## src/rtl/uart_defs.sv

```systemverilog
// ============================================================================
// Module      : uart_defs
// Description : Shared UART types and constants for the receive path.
// Revision    : 1.0 - initial release with sampler state and oversample defs
// ============================================================================
`default_nettype none

package uart_defs;

   localparam int UART_OVERSAMPLE     = 16;
   localparam int UART_SYNC_STAGES    = 2;
   localparam int UART_MAX_FRAME_BITS = 10;

   typedef enum logic [1:0] {
      IDLE  = 2'd0,
      START = 2'd1,
      DATA  = 2'd2,
      STOP  = 2'd3
   } SamplerState_t;

   // Keeps the bit counter terminal value reachable for out-of-range settings.
   function automatic logic [3:0] clamp_frame_bits(input logic [3:0] fb);
      if (fb == 4'd0) begin
         return 4'd1;
      end else if (fb > 4'(UART_MAX_FRAME_BITS)) begin
         return 4'(UART_MAX_FRAME_BITS);
      end else begin
         return fb;
      end
   endfunction

endpackage

`default_nettype wire

```

## src/rtl/uart_sync.sv

```systemverilog
// ============================================================================
// Module      : uart_sync
// Description : N-stage flop synchroniser for idle-high asynchronous inputs.
// Revision    : 1.0 - initial release
// ============================================================================
`default_nettype none

module uart_sync #(
   parameter int   STAGES    = 2,
   parameter logic RESET_VAL = 1'b1
) (
   input  logic clk,
   input  logic rst_n,
   input  logic d,
   output logic q
);

   // STAGES must be at least 2 for the shift below.
   logic [STAGES-1:0] r_chain;

   always_ff @(posedge clk or negedge rst_n) begin
      if (!rst_n) begin
         r_chain <= {STAGES{RESET_VAL}};
      end else begin
         r_chain <= {r_chain[STAGES-2:0], d};
      end
   end

   assign q = r_chain[STAGES-1];

endmodule

`default_nettype wire

```

## src/rtl/uart_rx_sampler.sv

```systemverilog
// ============================================================================
// Module      : uart_rx_sampler
// Description : UART receive front end: sync, oversample, start qualify, vote.
// Revision    : 1.0 - initial release
// ============================================================================
`default_nettype none

module uart_rx_sampler
   import uart_defs::*;
#(
   parameter int OVERSAMPLE = UART_OVERSAMPLE,
   parameter int DIV_W      = 16
) (
   input  logic             clk,
   input  logic             rst_n,
   input  logic             rx_pin,
   input  logic             enable,
   input  logic [DIV_W-1:0] baud_div,
   input  logic [3:0]       frame_bits,
   output logic             bit_valid,
   output logic             bit_data,
   output logic             start_det,
   output logic             frame_error,
   output logic             break_det,
   output logic             busy
);

   localparam int              OS_W    = $clog2(OVERSAMPLE);
   localparam int              MID     = OVERSAMPLE / 2;
   localparam logic [OS_W-1:0] OS_LAST = OS_W'(OVERSAMPLE - 1);
   localparam logic [OS_W-1:0] OS_VOTE0 = OS_W'(MID - 1);
   localparam logic [OS_W-1:0] OS_VOTE1 = OS_W'(MID);
   localparam logic [OS_W-1:0] OS_DECIDE = OS_W'(MID + 1);

   SamplerState_t    r_state;
   SamplerState_t    w_state_next;

   logic             w_rx_s;
   logic             r_rx_q;
   logic [DIV_W-1:0] r_div;
   logic [DIV_W-1:0] r_tick_cnt;
   logic [OS_W-1:0]  r_os_cnt;
   logic [OS_W-1:0]  w_os_next;
   logic [3:0]       r_frame_bits;
   logic [3:0]       r_bit_cnt;
   logic [1:0]       r_votes;
   logic             r_all_zero;

   logic             w_tick;
   logic             w_start_edge;
   logic             w_sample;
   logic             w_decide;
   logic             w_vote;
   logic             w_last_bit;

   logic             w_bit_valid_nx;
   logic             w_bit_data_nx;
   logic             w_start_det_nx;
   logic             w_frame_error_nx;
   logic             w_break_det_nx;

   uart_sync #(
      .STAGES    (UART_SYNC_STAGES),
      .RESET_VAL (1'b1)
   ) u_sync (
      .clk   (clk),
      .rst_n (rst_n),
      .d     (rx_pin),
      .q     (w_rx_s)
   );

   // os_cnt holds the number of ticks elapsed in the current bit, so a tick
   // moving it to MID+1 is the (MID+1)-th tick after the bit began.
   assign w_tick       = (r_tick_cnt == r_div);
   assign w_os_next    = (r_os_cnt == OS_LAST) ? '0 : r_os_cnt + OS_W'(1);
   assign w_start_edge = enable && (r_state == IDLE) && r_rx_q && !w_rx_s;
   assign w_sample     = w_tick && ((w_os_next == OS_VOTE0) || (w_os_next == OS_VOTE1));
   assign w_decide     = enable && (r_state != IDLE) && w_tick && (w_os_next == OS_DECIDE);
   assign w_vote       = (r_votes[1] & r_votes[0]) | (r_votes[1] & w_rx_s) |
                         (r_votes[0] & w_rx_s);
   assign w_last_bit   = (r_bit_cnt == (r_frame_bits - 4'd1));
   assign busy         = (r_state != IDLE);

   always_ff @(posedge clk or negedge rst_n) begin
      if (!rst_n) begin
         r_rx_q       <= 1'b1;
         r_div        <= '0;
         r_tick_cnt   <= '0;
         r_os_cnt     <= '0;
         r_frame_bits <= 4'd1;
         r_bit_cnt    <= '0;
         r_votes      <= 2'b11;
         r_all_zero   <= 1'b1;
      end else begin
         r_rx_q <= w_rx_s;
         if (!enable || (r_state == IDLE)) begin
            r_tick_cnt <= '0;
            r_os_cnt   <= '0;
            if (!enable) begin
               r_bit_cnt <= '0;
            end
            if (w_start_edge) begin
               r_div        <= baud_div;
               r_frame_bits <= clamp_frame_bits(frame_bits);
               r_bit_cnt    <= '0;
               r_all_zero   <= 1'b1;
            end
         end else begin
            if (w_tick) begin
               r_tick_cnt <= '0;
               r_os_cnt   <= w_os_next;
            end else begin
               r_tick_cnt <= r_tick_cnt + DIV_W'(1);
            end
            if (w_sample) begin
               r_votes <= {r_votes[0], w_rx_s};
            end
            if (w_decide && (r_state == DATA)) begin
               r_bit_cnt  <= r_bit_cnt + 4'd1;
               r_all_zero <= r_all_zero & ~w_vote;
            end
         end
      end
   end

   always_ff @(posedge clk or negedge rst_n) begin
      if (!rst_n) begin
         r_state <= IDLE;
      end else begin
         r_state <= w_state_next;
      end
   end

   always_comb begin
      w_state_next     = r_state;
      w_bit_valid_nx   = 1'b0;
      w_bit_data_nx    = 1'b0;
      w_start_det_nx   = 1'b0;
      w_frame_error_nx = 1'b0;
      w_break_det_nx   = 1'b0;
      if (!enable) begin
         w_state_next = IDLE;
      end else begin
         case (r_state)
            IDLE: begin
               if (w_start_edge) begin
                  w_state_next = START;
               end
            end
            START: begin
               if (w_decide) begin
                  if (w_vote) begin
                     w_state_next = IDLE;
                  end else begin
                     w_start_det_nx = 1'b1;
                     w_state_next   = DATA;
                  end
               end
            end
            DATA: begin
               if (w_decide) begin
                  w_bit_valid_nx = 1'b1;
                  w_bit_data_nx  = w_vote;
                  if (w_last_bit) begin
                     w_state_next = STOP;
                  end
               end
            end
            STOP: begin
               if (w_decide) begin
                  w_frame_error_nx = !w_vote;
                  w_break_det_nx   = !w_vote && r_all_zero;
                  w_state_next     = IDLE;
               end
            end
            default: begin
               w_state_next = IDLE;
            end
         endcase
      end
   end

   always_ff @(posedge clk or negedge rst_n) begin
      if (!rst_n) begin
         bit_valid   <= 1'b0;
         bit_data    <= 1'b0;
         start_det   <= 1'b0;
         frame_error <= 1'b0;
         break_det   <= 1'b0;
      end else begin
         bit_valid   <= w_bit_valid_nx;
         bit_data    <= w_bit_data_nx;
         start_det   <= w_start_det_nx;
         frame_error <= w_frame_error_nx;
         break_det   <= w_break_det_nx;
      end
   end

endmodule

`default_nettype wire
```

## config.mk

```make
export PLATFORM = sky130hd
export DESIGN_NAME = uart_rx_sampler
export DESIGN_NICKNAME = d
export VERILOG_FILES = /design/src/rtl/uart_defs.sv /design/src/rtl/uart_sync.sv /design/src/rtl/uart_rx_sampler.sv
export SDC_FILE = /design/constraint.sdc
export NUM_CORES = 1
export LEC_CHECK = 0
export CORE_UTILIZATION = 55
export CTS_CLUSTER_SIZE = 25
export DETAILED_ROUTE_END_ITERATION = 6
export GPL_TIMING_DRIVEN = 0
export PLACE_DENSITY_LB_ADDON = 0.15
export RECOVER_POWER = 50
export SYNTH_ARGS = -nofsm -noshare
export SYNTH_HDL_FRONTEND = slang
export SYNTH_SLANG_ARGS = --single-unit
```

## constraint.sdc

```tcl
create_clock -name clk -period 2.14 [get_ports clk]
set_input_delay 0.428 -clock clk [delete_from_list [all_inputs] [get_ports clk]]
set_output_delay 0.428 -clock clk [all_outputs]
set_load 0.03 [all_outputs]
```

== Word level (Yosys, flattened, before mapping) ==
Cells that the tools add are included.

* Flip-flop bits (word level): 57
* Latch bits: 0
* RAM bits: 0
* Memory bits (read-only): 0
* Input port bits: 24
* Output and inout bits: 6
* Memories kept: 0

* $add $sub $neg: 4
* Multiply operators: 0
* Divide/modulo/power cells: 0
* Magnitude comparators: 1
* Equal/unequal tests: 16
* Shift-type cells: 0
* Muxes and demuxes: 38
* Bitwise operators: 8
* Reductions and logical operators: 24

{| class="wikitable"
|+ Operators with widths
! cell !! count
|-
| 4-bit 2-to-1 mux || 9
|-
| 16-bit 2-to-1 mux || 2
|-
| 1-bit 2-to-1 mux || 19
|-
| 3-bit != test (second input constant) || 6
|-
| 16-bit by 1-bit adder with 16-bit output (second input constant) || 1
|-
| 16-bit equality test || 1
|-
| 2-bit 2-to-1 mux || 7
|-
| 4-bit equality test (second input constant) || 3
|-
| 1-bit logical AND || 9
|-
| 4-bit by 1-bit adder with 4-bit output (second input constant) || 2
|-
| 2-bit one-hot mux with 4 select lines || 1
|-
| 2-bit AND reduction || 4
|-
| 2-bit nonzero test || 3
|-
| 5-bit AND reduction || 1
|-
| 1-bit AND || 4
|-
| 2-bit equality test (second input constant) || 2
|-
| 4-bit by 3-bit equality test with 1-bit output (second input constant) || 1
|-
| 4-bit equality test || 1
|-
| 4-bit greater-than comparator (second input constant) || 1
|-
| 4-bit logical NOT || 1
|-
| 4-bit by 1-bit subtractor with 4-bit output (second input constant) || 1
|-
| 1-bit logical NOT || 3
|-
| 2-bit by 1-bit equality test with 1-bit output (second input constant) || 1
|-
| 2-bit logical NOT || 1
|-
| 4 further kinds || 7
|}

== Longest topological paths before layout ==
* Depth in word-level cells: 8
* Mapped depth: 7

== Hierarchy ==
A second synthesis with hierarchy kept.

* Cells, all modules: 261
* Area total of the unflattened synthesis: 2880.3 µm²

{| class="wikitable"
|+ By module, submodules not included
! module !! times used !! cells each !! area an instance (µm²) !! sequential area each (µm²)
|-
| uart_rx_sampler || 1 || 259 || 2827.7 || 1382.6
|-
| uart_sync || 1 || 2 || 52.6 || 52.6
|}

== Worst setup path after synthesis ==
OpenSTA, ideal clock, no wires.

* Path type: flip-flop to flip-flop
* Start point: register r_tick_cnt[3]
* End point: register r_votes[0]
* Arrival: 1.697 ns
* Data required time: 2.058 ns
* Slack: 0.361 ns
* Cell stages (with the launch flop): 6
* Path buffers: 0
* Clock period less this slack: 1.779 ns
* Cells stage by stage: dfrtp_1 -> xor2_1 -> nor4_1 -> nand4_1 -> a211oi_2 -> mux2_2

* Cells in the longest elaborated chain, start to end: 3

{| class="wikitable"
|+ RTL lines
! item !! RTL line !! RTL
|-
| start: declaration || uart_rx_sampler.sv:41 || <nowiki>logic [DIV_W-1:0] r_tick_cnt;</nowiki>
|-
| start signal: assignment || uart_rx_sampler.sv:113 || <nowiki>r_tick_cnt <= r_tick_cnt + DIV_W'(1);</nowiki>
|-
| 16-bit equality test || uart_rx_sampler.sv:74 || <nowiki>assign w_tick = (r_tick_cnt == r_div);</nowiki>
|-
| 1-bit logical AND || uart_rx_sampler.sv:77 || <nowiki>assign w_sample = w_tick && ((w_os_next == OS_VOTE0) || (w_os_next == OS_VOTE1));</nowiki>
|-
| 2-bit AND reduction (no source line) || -- ||
|-
| end signal: assignment || uart_rx_sampler.sv:116 || <nowiki>r_votes <= {r_votes[0], w_rx_s};</nowiki>
|-
| end: declaration || uart_rx_sampler.sv:46 || <nowiki>logic [1:0] r_votes;</nowiki>
|}

No other way between the ends.
A chain may end at the register's enable or synchronous reset.

== Worst setup path in the final report ==
* Start point: register r_tick_cnt[8]
* End point: register r_votes[0]

Same word-level chain as after synthesis.

==> impl_metrics.toml <==
[finish]
fillCellCount = 379
final_nets = 338
seq_area_um2 = 1435
stdcell_count = 379
area_delta_synth_final_pct = 21.53
drive_above_1_share_pct = 16.35
multi_input_area_um2 = 1315
insertedDiodeCount = 0
fin_util_pct = 71.25

[global_routing]
grt.overflow.total = 0
grt_pass1_vias = 1968
antenna_found_initial = 0
grt_pass1_wl_um = 9108
grt_max_degree = 34
track_usage_pct = 22.77

[floorplanning]
rows = 25
die_h_um = 73.66
die_area_um2 = 5425
fp.dieW_um = 73.66
coreArea_um2 = 4817
io_pins = 30
start_util_pct = 58.62

[route]
detail-route-antenna-nets = 0
routedWlPerCell_um = 13.41
drcViolationCount = 0
vias_per_cell = 5.354
first_pass_iters = 4
drt_iter0_markers = 106
via_count = 2029
routed_wirelength_um = 5082

[synth]
ys_ff_latch = 57
async_flop_share_pct = 100.0
synth_area_leaders = "dfrtp_1 (44%), mux2_2 (7.6%), xor2_1 (7.1%)"
yosys_warnings = 0
synth-seq-area-share_pct = 50.82
synth.avg_cell_area_um2 = 10.74
synthCells = 263
synth_top_area_share_pct = 44.31
yosys_most_used_dff = "dfrtp_1"
synth_common_cells = "dfrtp_1 (50), nor2_1 (28), xor2_1 (23), mux2_2 (19)"
yosysTopAreaCell = "dfrtp_1"
ys_types = 42
synth_edf_count = 0
yosysMostFrequentCell = "dfrtp_1"
synth_nets = 294
synth.cell_area_um2 = 2824

[sta]
fin_crit_sh_pct = 95.20
rsz0062_at_grt = "false"
fin_skew_ns = 0.007922
clock.fmax_mhz = 490.8
setup_viol = 0
worst_slew_pin_slew_ns = 1.367
fin_crit_ns = 2.037
relSlewSlack_pct = 8.838
drv_slew = 0
hold_violations = 0

[status]
status = "complete, no violations"

[worst_setup_path]
critPathKind = "flop to flop"
worst_setup_path_end_kind = "flop"
worstSetupStartpoint = "r_tick_cnt[8]"
r2r.worst_path.cells = 6
cp_data_required_time_ns = 2.39
r2r_setup_slack_ns = 0.10
crit_arrival_ns = 2.29
path_max_fanout = 5
startpoint_type = "flop"
r2r-end = "r_votes[0]"
r2r-start = "r_tick_cnt[8]"

[clocking]
clk_latency_ns = 0.33
cts_buffers = 9
h-tree-depth = 3
cts_buffer_depth = 2
cts_tree = "yes"
cts_hold_buffers = 0
clk_pin_slew_ns = 0.06
cts.root.buffer_cell = "clkbuf_8"
cts.sinks = 57

[run]
cap_violations = 0

[hold_path]
hold_path_class = "flop to flop"
min-delay-start = "u_sync.r_chain[0]"
holdPathEnd = "u_sync.r_chain[1]"
worstHoldPathCells = 0

[placed_design]
dp.cells = 360
gp_congestion = 0.8018
port_buffers = 29
hpwl_um = 3638

[pwr]
power_density_nw_per_um2 = 709.0
ir_worst_vdd_mv = 0.4497
p_leak_nw = 1.511
[registers in the layout, summed over array words and instances (netlist names)]
| register | flops |
|---|---|
| r_rx_q | 1 |
| r_os_cnt | 4 |
| r_frame_bits | 4 |
| r_all_zero | 1 |
| r_state | 2 |
| bit_valid | 1 |
| frame_error | 1 |
| r_bit_cnt | 4 |
| u_sync.r_chain | 2 |
| r_tick_cnt | 16 |
| r_div | 16 |
| r_votes | 2 |
| start_det | 1 |
| bit_data | 1 |
| break_det | 1 |
[worst max path at each step]
stage,cells past startpoint,end
2_1_floorplan,5,r_votes[0]
3_3_place_gp,1,r_frame_bits[1]
3_5_place_dp,5,r_votes[0]
4_1_cts,3,busy
5_1_grt,6,r_votes[1]
6_report,6,r_votes[0]
[report_power, final]
part | total, mW | leakage, nW | internal (mW) | switching, mW
logic | 0.292 | 0.690 | 0.165 | 0.126
registers | 1.23 | 0.730 | 1.17 | 0.0618
clock network | 0.908 | 0.0910 | 0.518 | 0.390
[worst max-delay path, stage by stage (launching register included)]
cell,delay [ns]
dfrtp_1,0.42
xor2_1,0.18
nor4_1,0.46
nand4_1,0.14
buf_4,0.18
a211oi_2,0.20
mux2_2,0.37
[area by class of cell]
type	instances	share of cell area [%]
repair buffers	33	9.588
clock buffers	16	5.250
multi-input cells	186	38.32
inverters	13	1.422
flip-flops and latches	57	41.82
plain buffers	7	1.167
well taps	67	2.443
[timing repair]
item / 4_1_cts / 5_1_grt
endpoints found under the setup margin: 12 / 8
resized for setup: 1 / 4
buffers inserted: 3 / 0
pin swaps: 1 / 0
endpoints found under the hold margin: 0 / 0
[through the flow]
stage / power, mW / TNS (ns) / instance area, µm² / setup slack (ns) / hold WS (ns)
final: 2.433 / 0 / 3432 / 0.1027 / 0.3607
after global routing: 2.559 / 0 / 3432 / 0.03314 / 0.3635
after CTS: 2.463 / 0 / 3421 / 0.04478 / 0.1024
after detailed placement: 1.549 / -1.807 / 3213 / -0.2187 / 0.3475
after global placement: 1.534 / -59.04 / 3198 / -1.091 / 0.3478
after floorplan: 1.428 / 0 / 2824 / 0.3605 / 0.1324
[cells by family (layout without fill, tap and decap cells)]
logic type	count (synthesis)	in the layout	share of synthesized area, %
adder cells (fa/ha/maj)	7	7	3.101
multiplexers	22	22	8.640
AND/OR/NAND/NOR	95	95	17.01
flip-flops	57	57	50.82
XOR/XNOR	36	36	11.17
AO/OA/AOI/OAI	26	26	6.159
buffers and inverters	20	69	3.101
[cell usage in the layout, fill, tap and decap left out, drive strengths merged, types with 6 or more instances in the layout]
cell type | Yosys | layout
dfrtp | 50 | 50
nand3 | 16 | 16
inv | 13 | 13
o21ai | 7 | 7
xnor2 | 13 | 13
nand4 | 8 | 8
a21oi | 6 | 6
ha | 7 | 7
dfstp | 7 | 7
xor2 | 23 | 23
buf | 4 | 8
clkdlybuf4s50 | 0 | 26
nor2 | 28 | 28
clkbuf | 3 | 20
nand2 | 16 | 16
mux2 | 19 | 19
[routing by layer]
layer | track usage (%) | up-vias | wire, µm
li1 | - | 996 | -
met1 | 30.68 | 985 | 2539
met2 | 33.84 | 37 | 2316
met3 | 5.350 | 11 | 129
met4 | 12.82 | 0 | 96
met5 | 0 | - | 0
(Power assumes the default switching activity.)
